$ cat config.mk
export PLATFORM = sky130hd
export DESIGN_NAME = weight_mem_arbiter
export DESIGN_NICKNAME = d
export VERILOG_FILES = /design/src/rtl/ff_pkg.sv /design/src/rtl/req_fifo.sv /design/src/rtl/weight_mem_arbiter.sv
export SDC_FILE = /design/constraint.sdc
export NUM_CORES = 1
export LEC_CHECK = 0
export BUFFER_PORTS_ARGS = -buffer_cell sky130_fd_sc_hd__buf_2
export CAP_MARGIN = 40
export CELL_PAD_IN_SITES_DETAIL_PLACEMENT = 2
export CELL_PAD_IN_SITES_GLOBAL_PLACEMENT = 2
export CORE_ASPECT_RATIO = 0.9
export CORE_MARGIN = 8
export CORE_UTILIZATION = 34
export DETAILED_ROUTE_END_ITERATION = 8
export GPL_ROUTABILITY_DRIVEN = 0
export PLACE_DENSITY_LB_ADDON = 0.25
export SYNTH_ARGS = -nofsm -noshare
export SYNTH_HDL_FRONTEND = slang
export SYNTH_SLANG_ARGS = --single-unit
$ cat constraint.sdc
create_clock -name clk -period 4.3 [get_ports clk]
set_clock_uncertainty 0.15 [all_clocks]
set_input_delay 0.86 -clock clk [delete_from_list [all_inputs] [get_ports clk]]
set_output_delay 0.86 -clock clk [all_outputs]
set_load 0.05 [all_outputs]
$ cat src/rtl/ff_pkg.sv
// Shared constants for the feed-forward weight path.
// Layer encodings, default bus widths, float constants.
package ff_pkg;

  localparam int DATA_WIDTH_DEF        = 32;
  localparam int LAYER_WIDTH_DEF       = 2;
  localparam int WEIGHT_ADDR_WIDTH_DEF = 11;

  typedef enum logic [LAYER_WIDTH_DEF-1:0] {
    INPUT    = 2'd0,
    HIDDEN_1 = 2'd1,
    HIDDEN_2 = 2'd2,
    OUTPUT   = 2'd3
  } layer_e;

  localparam logic [31:0] ONE = 32'h3F80_0000;

endpackage

$ cat src/rtl/req_fifo.sv
// Synchronous read-request FIFO, power-of-2 depth.
// Ports: push/pop strobes, data in/out (head), count, empty/full.
module req_fifo
  import ff_pkg::*;
#(
  parameter int DEPTH = 4,
  parameter int WIDTH = 13
) (
  input  logic                     clk,
  input  logic                     rst,
  input  logic                     i_push,
  input  logic                     i_pop,
  input  logic [WIDTH-1:0]         i_data,
  output logic [WIDTH-1:0]         o_data,
  output logic [$clog2(DEPTH):0]   o_count,
  output logic                     o_empty,
  output logic                     o_full
);

  localparam int AW = $clog2(DEPTH);
  localparam int CW = AW + 1;
  localparam logic [CW-1:0] DEPTH_C = CW'(DEPTH);

  logic [DEPTH-1:0][WIDTH-1:0] mem_q, mem_d;
  logic [AW-1:0] wr_ptr_q, wr_ptr_d;
  logic [AW-1:0] rd_ptr_q, rd_ptr_d;
  logic [CW-1:0] cnt_q, cnt_d;
  logic          do_push, do_pop;

  assign o_empty = (cnt_q == '0);
  assign o_full  = (cnt_q == DEPTH_C);
  assign o_count = cnt_q;
  assign o_data  = mem_q[rd_ptr_q];

  always_comb begin
    // A push into a full FIFO is legal only when
    // the head leaves in the same cycle.
    do_push  = i_push && (!o_full || i_pop);
    do_pop   = i_pop && !o_empty;
    mem_d    = mem_q;
    wr_ptr_d = wr_ptr_q;
    rd_ptr_d = rd_ptr_q;
    if (do_push) begin
      mem_d[wr_ptr_q] = i_data;
      wr_ptr_d        = wr_ptr_q + 1'b1;
    end
    if (do_pop) begin
      rd_ptr_d = rd_ptr_q + 1'b1;
    end
    cnt_d = cnt_q + CW'(do_push) - CW'(do_pop);
  end

  always_ff @(posedge clk) begin
    if (rst) begin
      mem_q    <= '0;
      wr_ptr_q <= '0;
      rd_ptr_q <= '0;
      cnt_q    <= '0;
    end else begin
      mem_q    <= mem_d;
      wr_ptr_q <= wr_ptr_d;
      rd_ptr_q <= rd_ptr_d;
      cnt_q    <= cnt_d;
    end
  end

endmodule

$ cat src/rtl/weight_mem_arbiter.sv
// Arbitrates feed-forward reads and weight-update writes onto one
// single-port weight memory. Ports: i_rd_* read req, i_wr_*/o_wr_ready
// write req, o_mem_*/i_mem_rdata memory, o_rd_* response, o_overflow.
module weight_mem_arbiter
  import ff_pkg::*;
#(
  parameter int DATA_WIDTH        = DATA_WIDTH_DEF,
  parameter int LAYER_WIDTH       = LAYER_WIDTH_DEF,
  parameter int WEIGHT_ADDR_WIDTH = WEIGHT_ADDR_WIDTH_DEF,
  parameter int READ_LATENCY      = 2,
  parameter int FIFO_DEPTH        = 4,
  parameter int MAX_READ_BURST    = 8
) (
  input  logic                         clk,
  input  logic                         rst,
  input  logic                         i_rd_valid,
  input  logic [LAYER_WIDTH-1:0]       i_rd_layer,
  input  logic [WEIGHT_ADDR_WIDTH-1:0] i_rd_addr,
  input  logic                         i_wr_valid,
  input  logic [LAYER_WIDTH-1:0]       i_wr_layer,
  input  logic [WEIGHT_ADDR_WIDTH-1:0] i_wr_addr,
  input  logic [DATA_WIDTH-1:0]        i_wr_data,
  output logic                         o_wr_ready,
  output logic                         o_mem_en,
  output logic                         o_mem_we,
  output logic [LAYER_WIDTH-1:0]       o_mem_layer,
  output logic [WEIGHT_ADDR_WIDTH-1:0] o_mem_addr,
  output logic [DATA_WIDTH-1:0]        o_mem_wdata,
  input  logic [DATA_WIDTH-1:0]        i_mem_rdata,
  output logic                         o_rd_valid,
  output logic [LAYER_WIDTH-1:0]       o_rd_layer,
  output logic [WEIGHT_ADDR_WIDTH-1:0] o_rd_addr,
  output logic [DATA_WIDTH-1:0]        o_rd_data,
  output logic                         o_overflow
);

  localparam int AW = WEIGHT_ADDR_WIDTH;
  localparam int TW = LAYER_WIDTH + AW;
  localparam int CW = $clog2(FIFO_DEPTH) + 1;
  localparam int SW = $clog2(MAX_READ_BURST + 2);
  localparam int L  = READ_LATENCY;
  localparam logic [SW-1:0] STARVE_MAX = SW'(MAX_READ_BURST);
  localparam logic [CW-1:0] DEPTH_C    = CW'(FIFO_DEPTH);

  logic [TW-1:0] in_tag, rd_tag, fifo_dout;
  logic [CW-1:0] fifo_cnt;
  logic          fifo_empty, fifo_full;
  logic          have_rd, wr_grant, rd_grant;
  logic          push, pop;

  logic [SW-1:0]          starve_q, starve_d;
  logic                   mem_en_q, mem_en_d;
  logic                   mem_we_q, mem_we_d;
  logic [LAYER_WIDTH-1:0] mem_layer_q, mem_layer_d;
  logic [AW-1:0]          mem_addr_q, mem_addr_d;
  logic [DATA_WIDTH-1:0]  mem_wdata_q, mem_wdata_d;
  logic [L-1:0]           sr_vld_q, sr_vld_d;
  logic [L-1:0][TW-1:0]   sr_tag_q, sr_tag_d;
  logic                   rd_valid_q, rd_valid_d;
  logic [TW-1:0]          rd_tag_q, rd_tag_d;
  logic [DATA_WIDTH-1:0]  rd_data_q, rd_data_d;
  logic                   ovf_q, ovf_d;

  assign in_tag = {i_rd_layer, i_rd_addr};

  req_fifo #(
    .DEPTH (FIFO_DEPTH),
    .WIDTH (TW)
  ) u_req_fifo (
    .clk     (clk),
    .rst     (rst),
    .i_push  (push),
    .i_pop   (pop),
    .i_data  (in_tag),
    .o_data  (fifo_dout),
    .o_count (fifo_cnt),
    .o_empty (fifo_empty),
    .o_full  (fifo_full)
  );

  always_comb begin
    // Queued reads go first so responses stay in request order.
    have_rd  = !fifo_empty || i_rd_valid;
    rd_tag   = fifo_empty ? in_tag : fifo_dout;
    // A write may only jump a read if that read has room to wait.
    wr_grant = i_wr_valid &&
               (!have_rd ||
                (starve_q >= STARVE_MAX && fifo_cnt < DEPTH_C));
    rd_grant = have_rd && !wr_grant;
    pop      = rd_grant && !fifo_empty;
    // Any incoming read not consumed by the bypass path waits.
    push     = i_rd_valid && !(rd_grant && fifo_empty);
    ovf_d    = ovf_q || (push && fifo_full && !pop);

    starve_d = starve_q;
    if (!i_wr_valid || wr_grant) begin
      starve_d = '0;
    end else if (rd_grant && starve_q < STARVE_MAX) begin
      starve_d = starve_q + 1'b1;
    end

    mem_en_d    = wr_grant || rd_grant;
    mem_we_d    = wr_grant;
    mem_layer_d = '0;
    mem_addr_d  = '0;
    mem_wdata_d = '0;
    if (wr_grant) begin
      mem_layer_d = i_wr_layer;
      mem_addr_d  = i_wr_addr;
      mem_wdata_d = i_wr_data;
    end else if (rd_grant) begin
      mem_layer_d = rd_tag[TW-1:AW];
      mem_addr_d  = rd_tag[AW-1:0];
    end

    // Tag pipe aligned so its last stage meets i_mem_rdata.
    sr_vld_d[0] = mem_en_q && !mem_we_q;
    sr_tag_d[0] = {mem_layer_q, mem_addr_q};
    for (int i = 1; i < L; i++) begin
      sr_vld_d[i] = sr_vld_q[i-1];
      sr_tag_d[i] = sr_tag_q[i-1];
    end

    rd_valid_d = sr_vld_q[L-1];
    rd_tag_d   = rd_tag_q;
    rd_data_d  = rd_data_q;
    if (sr_vld_q[L-1]) begin
      rd_tag_d  = sr_tag_q[L-1];
      rd_data_d = i_mem_rdata;
    end
  end

  always_ff @(posedge clk) begin
    if (rst) begin
      starve_q    <= '0;
      mem_en_q    <= 1'b0;
      mem_we_q    <= 1'b0;
      mem_layer_q <= '0;
      mem_addr_q  <= '0;
      mem_wdata_q <= '0;
      sr_vld_q    <= '0;
      sr_tag_q    <= '0;
      rd_valid_q  <= 1'b0;
      rd_tag_q    <= '0;
      rd_data_q   <= '0;
      ovf_q       <= 1'b0;
    end else begin
      starve_q    <= starve_d;
      mem_en_q    <= mem_en_d;
      mem_we_q    <= mem_we_d;
      mem_layer_q <= mem_layer_d;
      mem_addr_q  <= mem_addr_d;
      mem_wdata_q <= mem_wdata_d;
      sr_vld_q    <= sr_vld_d;
      sr_tag_q    <= sr_tag_d;
      rd_valid_q  <= rd_valid_d;
      rd_tag_q    <= rd_tag_d;
      rd_data_q   <= rd_data_d;
      ovf_q       <= ovf_d;
    end
  end

  assign o_wr_ready  = wr_grant;
  assign o_mem_en    = mem_en_q;
  assign o_mem_we    = mem_we_q;
  assign o_mem_layer = mem_layer_q;
  assign o_mem_addr  = mem_addr_q;
  assign o_mem_wdata = mem_wdata_q;
  assign o_rd_valid  = rd_valid_q;
  assign o_rd_layer  = rd_tag_q[TW-1:AW];
  assign o_rd_addr   = rd_tag_q[AW-1:0];
  assign o_rd_data   = rd_data_q;
  assign o_overflow  = ovf_q;

endmodule

==> flow_metrics.env, run 1 <==
export IMPL_outcome="finished, final reports clean"
export IMPL_cpMostUsedCell="buf_2"
export IMPL_die_area_mm2=0.0245
export IMPL_worstHoldPathCells=1
export IMPL_cp_data_arrival_time_ps=2190
export IMPL_cts_setup_buffers=0
export IMPL_post_route_drc_count=0
export IMPL_critPathLaunchType="input pin"
export IMPL_cts_inserted_buffers=17
export IMPL_grt_antenna_before_repair=2
export IMPL_grtUsageTotal_pct=17.2
export IMPL_route_vias_total=5222
export IMPL_synth_warn=0
export IMPL_static_leakage_power_nw=3.54
export IMPL_totalNegativeSetupSlack_ps=0
export IMPL_synth_async_reset_ratio_pct=0
export IMPL_dp_hpwl_mm=15.4
export IMPL_path_clk_slew_ps=80
export IMPL_synth_cell_area_mm2=0.00671
export IMPL_layout_drive_gt1_share_pct=28.9
export IMPL_io_pin_count=189
export IMPL_synth_top_cells_by_area="dfxtp_1 (55%), mux2i_1 (6.7%), nand2_1 (6.0%)"
export IMPL_timing_worst_slew_pin_value_ps=905
export IMPL_port_buffers=188
export IMPL_slowest_stage="a211o_4"
export IMPL_finalSetupViolCount=0
export IMPL_drt_wirelength_per_cell_um=19.2
export IMPL_cell_rows=48
export IMPL_final_period_utilization_pct=74.5
export IMPL_rrSetupSlack_ps=1690
export IMPL_critical_path_reg2reg_startpoint="starve_q[3]$_SDFFE_PP0P_"
export IMPL_design_core_area_mm2=0.0193
export IMPL_clock_insertion_delay_worst_skew_ps=430
export IMPL_number_of_enable_type_register_cells_in_the_synthesized_netlist=0
export IMPL_worstRegToRegCells=11
export IMPL_chipWidth_um=164
export IMPL_start_util_pct=34.8
export IMPL_final_nets=926
export IMPL_layout_cells_most_common_list="buf_2 (187), dfxtp_1 (184), nand2_1 (107)"
export IMPL_worst_slew_margin_rel_pct=39.1
export IMPL_whs_endpoint="sr_tag_q[17]$_SDFF_PP0_"
export IMPL_holdCritPathClass="reg2reg"
export IMPL_cell_taking_the_most_area_after_synthesis="dfxtp_1"
export IMPL_net_count_after_synthesis=770
export IMPL_cp_buffers_inverters=3
export IMPL_crit_path_start="i_rd_valid"
export IMPL_drt_antenna_violating_nets=0
export IMPL_drt_first_iter_violations=168
export IMPL_cts_root_buf="clkbuf_16"
export IMPL_synth_cell_types=36
export IMPL_syn_avg_cell_area_um2=10.1
export IMPL_syn2layout_area_growth_pct=23.7
export IMPL_grt_start_max_net_pins=74
export IMPL_critPathTopFamily="buffers and inverters"
export IMPL_grt_setup_unrepaired="no"
export IMPL_min_delay_start="sr_tag_d[17]$_SDFF_PP0_"
export IMPL_clockBufferDepth=2
export IMPL_ys_seq_area_share_pct=55.2
export IMPL_final_period_minus_worst_setup_slack_ps=3200
export IMPL_wirelength_mm=20.9
export IMPL_finish_utilization_pct=43.0
export IMPL_final_common_cell="buf_2"
export IMPL_p_total_mw=4.70
export IMPL_worstPathCellList="buf_2, or3_1, a211o_4, inv_1, buf_2"
export IMPL_final_global_route_overflow_total=0
export IMPL_grt_pass1_wl_mm=32.4
export IMPL_ir_worst_vdd_uv=275
export IMPL_cp_max_fo=22
export IMPL_dr_pass1_iters=4
export IMPL_cts_tree="built"
export IMPL_capture_instance_of_the_worst_register_to_register_path="u_req_fifo.o_count[2]$_SDFF_PP0_"
export IMPL_number_of_global_route_vias_before_repair=5945
export IMPL_post_cts_resize_count=0
export IMPL_postSynthRegisterBits=185
export IMPL_main_synth_ff_type="dfxtp_1"
export IMPL_synth_cells=667
export IMPL_cts_hold_buffers_added=0
export IMPL_h_tree_levels=4
export IMPL_number_of_clock_sinks_seen_by_cts=185
export IMPL_worstSetupEndpointType="output pin"
export IMPL_crit_required_ps=3290
export IMPL_synth_top_cell_area_share_pct=55.2
export IMPL_final_max_slew_violation_count=0
export IMPL_critical_path_max_stage_delay_ps=460
export IMPL_die_h_um=149
export IMPL_maxClockFrequency_mhz=312
export IMPL_hold_violations=0
export IMPL_detail_route_vias_per_cell=4.80
export IMPL_power_density_of_the_placed_cells_mw_per_mm2=566
export IMPL_worstSetupPathType="in2out"
export IMPL_drv_cap=0
## how the worst max path moves through the flow
stage / depth (start not counted) / to
6_report: 5 / o_wr_ready
5_1_grt: 5 / o_wr_ready
4_1_cts: 5 / o_wr_ready
3_5_place_dp: 5 / o_wr_ready
3_3_place_gp: 5 / o_wr_ready
2_1_floorplan: 4 / o_wr_ready
## synth_stat cells, types with 5 or more instances
master / count
buf_4: 18
mux2i_1: 45
nor2_1: 64
a211oi_1: 10
mux4_2: 13
buf_6: 5
ha_1: 8
a21oi_1: 56
dfxtp_1: 185
clkbuf_1: 15
nor3b_1: 6
a22oi_1: 10
nand2_1: 107
nand3_1: 5
buf_2: 11
and2_1: 32
inv_1: 13
nor2b_1: 30
buf_1: 6
## cell type report
cell class                      count  area (µm²)
Clock inverter                     14         174
Antenna cell                        2        5.00
Timing Repair Buffer              192         981
Tap cell                          250         313
Inverter                           13        48.8
Clock buffer                       18         439
Fill cell                        2099       11000
Sequential cell                   185        3700
Multi-Input combinational cell    414        2630
## flip-flops by register name, summed over array words and instances (netlist names), 4 cells and up
signal and cells:
o_rd_data 32, o_mem_addr 11, starve_q 4, o_mem_wdata 32, rd_tag_q 13, u_req_fifo.mem_q 52
sr_tag_d 13, sr_tag_q 13
## cells by family (layout without fill, tap and decap cells)
| kind of cell | Yosys count | after routing | share of synthesized area [%] |
|---|---|---|---|
| and+or+nand+nor | 256 | 256 | 17.8 |
| AOI/OAI and AO/OA | 85 | 85 | 7.80 |
| buffers and inverters | 68 | 237 | 5.58 |
| adders and majority gates | 9 | 9 | 1.79 |
| DFF | 185 | 185 | 55.2 |
| other | 0 | 2 | 0 |
| muxes | 58 | 58 | 11.1 |
| xor gates and xnor gates | 6 | 6 | 0.783 |
## report_power, final
group / switching (mW) / internal (mW) / total, mW
clock network: 0.764 / 0.855 / 1.62
logic: 0.699 / 0.368 / 1.07
registers: 0.140 / 1.87 / 2.01
total: 1.60 / 3.09 / 4.70
## per-stage QoR
stage               setup slack (ps)  hold slack, ps  instances  area, µm²
floorplan                       1270             264        667       6710
global placement                1120             271       1053       7660
detailed placement              1110             276       1054       7680
finish                          1100             291       1088       8300
global route                    1020             305       1088       8300
CTS                             1100             291       1086       8290
## routing by layer
layer,GRT usage [%],part of all wire [%]
met1,19.0,40
met2,31.3,53
met3,3.97,4.4
met4,6.86,2.2
met5,0,0
Power figures use the tool's default switching activity.
==> run 2, diff against run 1 <==
--- a/config.mk
+++ b/config.mk
@@ -11,7 +11,7 @@
 export CELL_PAD_IN_SITES_GLOBAL_PLACEMENT = 2
 export CORE_ASPECT_RATIO = 0.9
 export CORE_MARGIN = 8
-export CORE_UTILIZATION = 34
+export CORE_UTILIZATION = 28
 export DETAILED_ROUTE_END_ITERATION = 8
 export GPL_ROUTABILITY_DRIVEN = 0
 export PLACE_DENSITY_LB_ADDON = 0.25
==> constraint.sdc (replaced) <==
create_clock -name clk -period 2.8 [get_ports clk]
set_clock_uncertainty 0.15 [all_clocks]
set_input_delay 0.56 -clock clk [delete_from_list [all_inputs] [get_ports clk]]
set_output_delay 0.56 -clock clk [all_outputs]
set_load 0.05 [all_outputs]
==> run 2 against run 1 <==
Net effect: via count grew 1.0%; combinational power up 64%; non-clock buffer count is 9 higher; hold slack got worse by 110 ps; global-route usage shrank 2.2 points; clock power increased by 51%; die area is 19% higher; routed wire length grew 5.0%; largest cell class unchanged; largest power group unchanged.
==> flow_metrics.env, run 2 (synthesis results as in run 1) <==
export IMPL_cp_max_fo=7
export IMPL_final_period_utilization_pct=92.1
export IMPL_global_route_usage_met3_pct=3.73
export IMPL_grt_util_met1_pct=16.7
export IMPL_dr_pass1_iters=4
export IMPL_final_nets=935
export IMPL_layout_filler_cells=2638
export IMPL_worstSetupPathType="reg2out"
export IMPL_io_pin_count=189
export IMPL_critPathLaunchType="flop"
export IMPL_layout_cells_most_common_list="buf_2 (187), dfxtp_1 (184), nand2_1 (107)"
export IMPL_cts_inserted_buffers=17
export IMPL_most_used_routing_layer_in_global_routing="met2"
export IMPL_wirelength_mm=22.0
export IMPL_totalNegativeSetupSlack_ps=0
export IMPL_grt_pass1_wl_mm=33.2
export IMPL_post_route_drc_count=0
export IMPL_crit_required_ps=2090
export IMPL_slowest_stage="dfxtp_1"
export IMPL_final_common_cell="buf_2"
export IMPL_number_of_global_route_vias_before_repair=5808
export IMPL_grt_antenna_before_repair=2
export IMPL_syn2layout_area_growth_pct=25.4
export IMPL_detail_route_vias_per_cell=4.59
export IMPL_crit_path_start="u_req_fifo.o_count[1]$_SDFF_PP0_"
export IMPL_cts_tree="built"
export IMPL_internal_power_summed_over_all_cells_mw=4.75
export IMPL_chipWidth_um=179
export IMPL_cp_buffers_inverters=2
export IMPL_min_delay_start="i_wr_data[16]"
export IMPL_cts_setup_buffers=0
export IMPL_drv_cap=0
export IMPL_port_buffers=188
export IMPL_critical_path_depth=4
export IMPL_finish_utilization_pct=35.8
export IMPL_holdCritPathClass="in2reg"
export IMPL_number_of_clock_sinks_seen_by_cts=185
export IMPL_final_global_route_overflow_total=0
export IMPL_worstSetupEndpointType="output pin"
export IMPL_largest_register="u_req_fifo.mem_q"
export IMPL_grtUsageTotal_pct=15.0
export IMPL_final_period_minus_worst_setup_slack_ps=2580
export IMPL_static_leakage_power_nw=3.57
export IMPL_largest_reg_flops=52
export IMPL_dp_hpwl_mm=16.3
export IMPL_critical_path_max_stage_delay_ps=400
export IMPL_worstRegToRegCells=11
export IMPL_power_density_of_the_placed_cells_mw_per_mm2=861
export IMPL_power_sequential_fraction_pct=41.9
export IMPL_power_switching_mw=2.48
export IMPL_cts_root_buf="clkbuf_16"
export IMPL_route_vias_total=5274
export IMPL_design_core_area_mm2=0.0235
export IMPL_maxClockFrequency_mhz=388
export IMPL_grt_start_max_net_pins=68
export IMPL_outcome="finished, final reports clean"
export IMPL_cell_rows=53
export IMPL_pwr_share_clk_pct=33.9
export IMPL_cp_data_arrival_time_ps=1870
export IMPL_drt_wirelength_per_cell_um=19.2
export IMPL_rrSetupSlack_ps=320
export IMPL_hold_violations=0
export IMPL_worst_slew_margin_rel_pct=42.5
export IMPL_final_max_slew_violation_count=0
export IMPL_power_share_switching_pct=34.3
export IMPL_critical_path_reg2reg_startpoint="u_req_fifo.o_count[1]$_SDFF_PP0_"
export IMPL_timing_worst_slew_pin_value_ps=854
export IMPL_die_area_mm2=0.0292
export IMPL_post_cts_resize_count=0
export IMPL_clockBufferDepth=2
export IMPL_cts_hold_buffers_added=0
export IMPL_grt_setup_unrepaired="no"
export IMPL_clock_insertion_delay_worst_skew_ps=430
export IMPL_drt_first_iter_violations=213
export IMPL_die_h_um=163
export IMPL_grt_met2_usage_pct=27.6
export IMPL_layout_drive_gt1_share_pct=29.7
export IMPL_h_tree_levels=4
export IMPL_critPathTopFamily="flip-flops"
export IMPL_worstPathCellList="or3_1, a211o_4, inv_1, buf_2"
export IMPL_share_comb_of_total_power_pct=24.2
export IMPL_drt_antenna_violating_nets=0
export IMPL_finalSetupViolCount=0
export IMPL_ir_worst_vdd_uv=305
export IMPL_path_clk_slew_ps=80
export IMPL_worstHoldPathCells=2
export IMPL_start_util_pct=28.6
-- run 2: cell types whose count changed in the layout (fill, tap and decap cells not counted) --
cell and change:
buf_4 +10, clkinv_8 +1, buf_8 -1, clkinvlp_4 +2
inv_6 +2, clkinv_4 -3, diode_2 -1, clkinv_2 +1
inv_8 -2, clkbuf_8 -1
-- run 2: final timing paths --
kind	end
hold / removal	o_mem_wdata[16]$_SDFF_PP0_
setup / recovery	o_wr_ready
setup reg to reg	u_req_fifo.o_count[2]$_SDFF_PP0_
hold reg to reg	sr_vld_q[1]$_SDFF_PP0_
-- run 2: per-layer routing --
metal  up-vias  routed length, µm
li1       2524                  -
met1      2621               8910
met2       106              11700
met3        21                952
met4         2                371
met5         -                 13
-- run 2: worst reg2reg max path, cell delays in order, from the launching register on --
cell       delay (ps)
dfxtp_1           500
a2bb2oi_1         270
nor2_1            100
inv_1              80
ha_1              220
inv_1              60
ha_1              140
inv_1              70
fa_1              390
xor2_1            170
xnor2_1           160
nor2_1             60
-- run 2: layout make-up --
cell class / count / area (µm²) / share of cell area (%)
flip-flops and latches: 185 / 3700 / 44.1
multi-input cells: 414 / 2630 / 31.3
repair buffers: 201 / 1040 / 12.4
clock buffers: 17 / 425 / 5.06
well taps: 302 / 378 / 4.49
clock inverters: 15 / 179 / 2.13
inverters: 13 / 48.8 / 0.580
diodes: 1 / 2.50 / 0.0298
-- run 2: metrics by stage --
step | hold slack [ps] | area (µm²) | total power [mW] | instances | worst slack, ps
6_report | 177 | 8410 | 7.24 | 1148 | 222
5_1_grt | 156 | 8410 | 7.62 | 1148 | 144
4_1_cts | 150 | 8410 | 7.36 | 1147 | 185
3_5_place_dp | 278 | 7800 | 4.87 | 1115 | 126
3_3_place_gp | 273 | 7800 | 4.78 | 1115 | 266
2_1_floorplan | 264 | 6710 | 4.36 | 667 | 375
-- run 2: power by group through the flow --
stage	combinational (mW)	sequential [mW]	clock, mW
6_report	1.75	3.03	2.45
3_5_place_dp	1.78	3.10	0
3_3_place_gp	1.71	3.07	0
5_1_grt	1.90	3.07	2.65
2_1_floorplan	1.15	3.21	0
4_1_cts	1.78	3.04	2.54
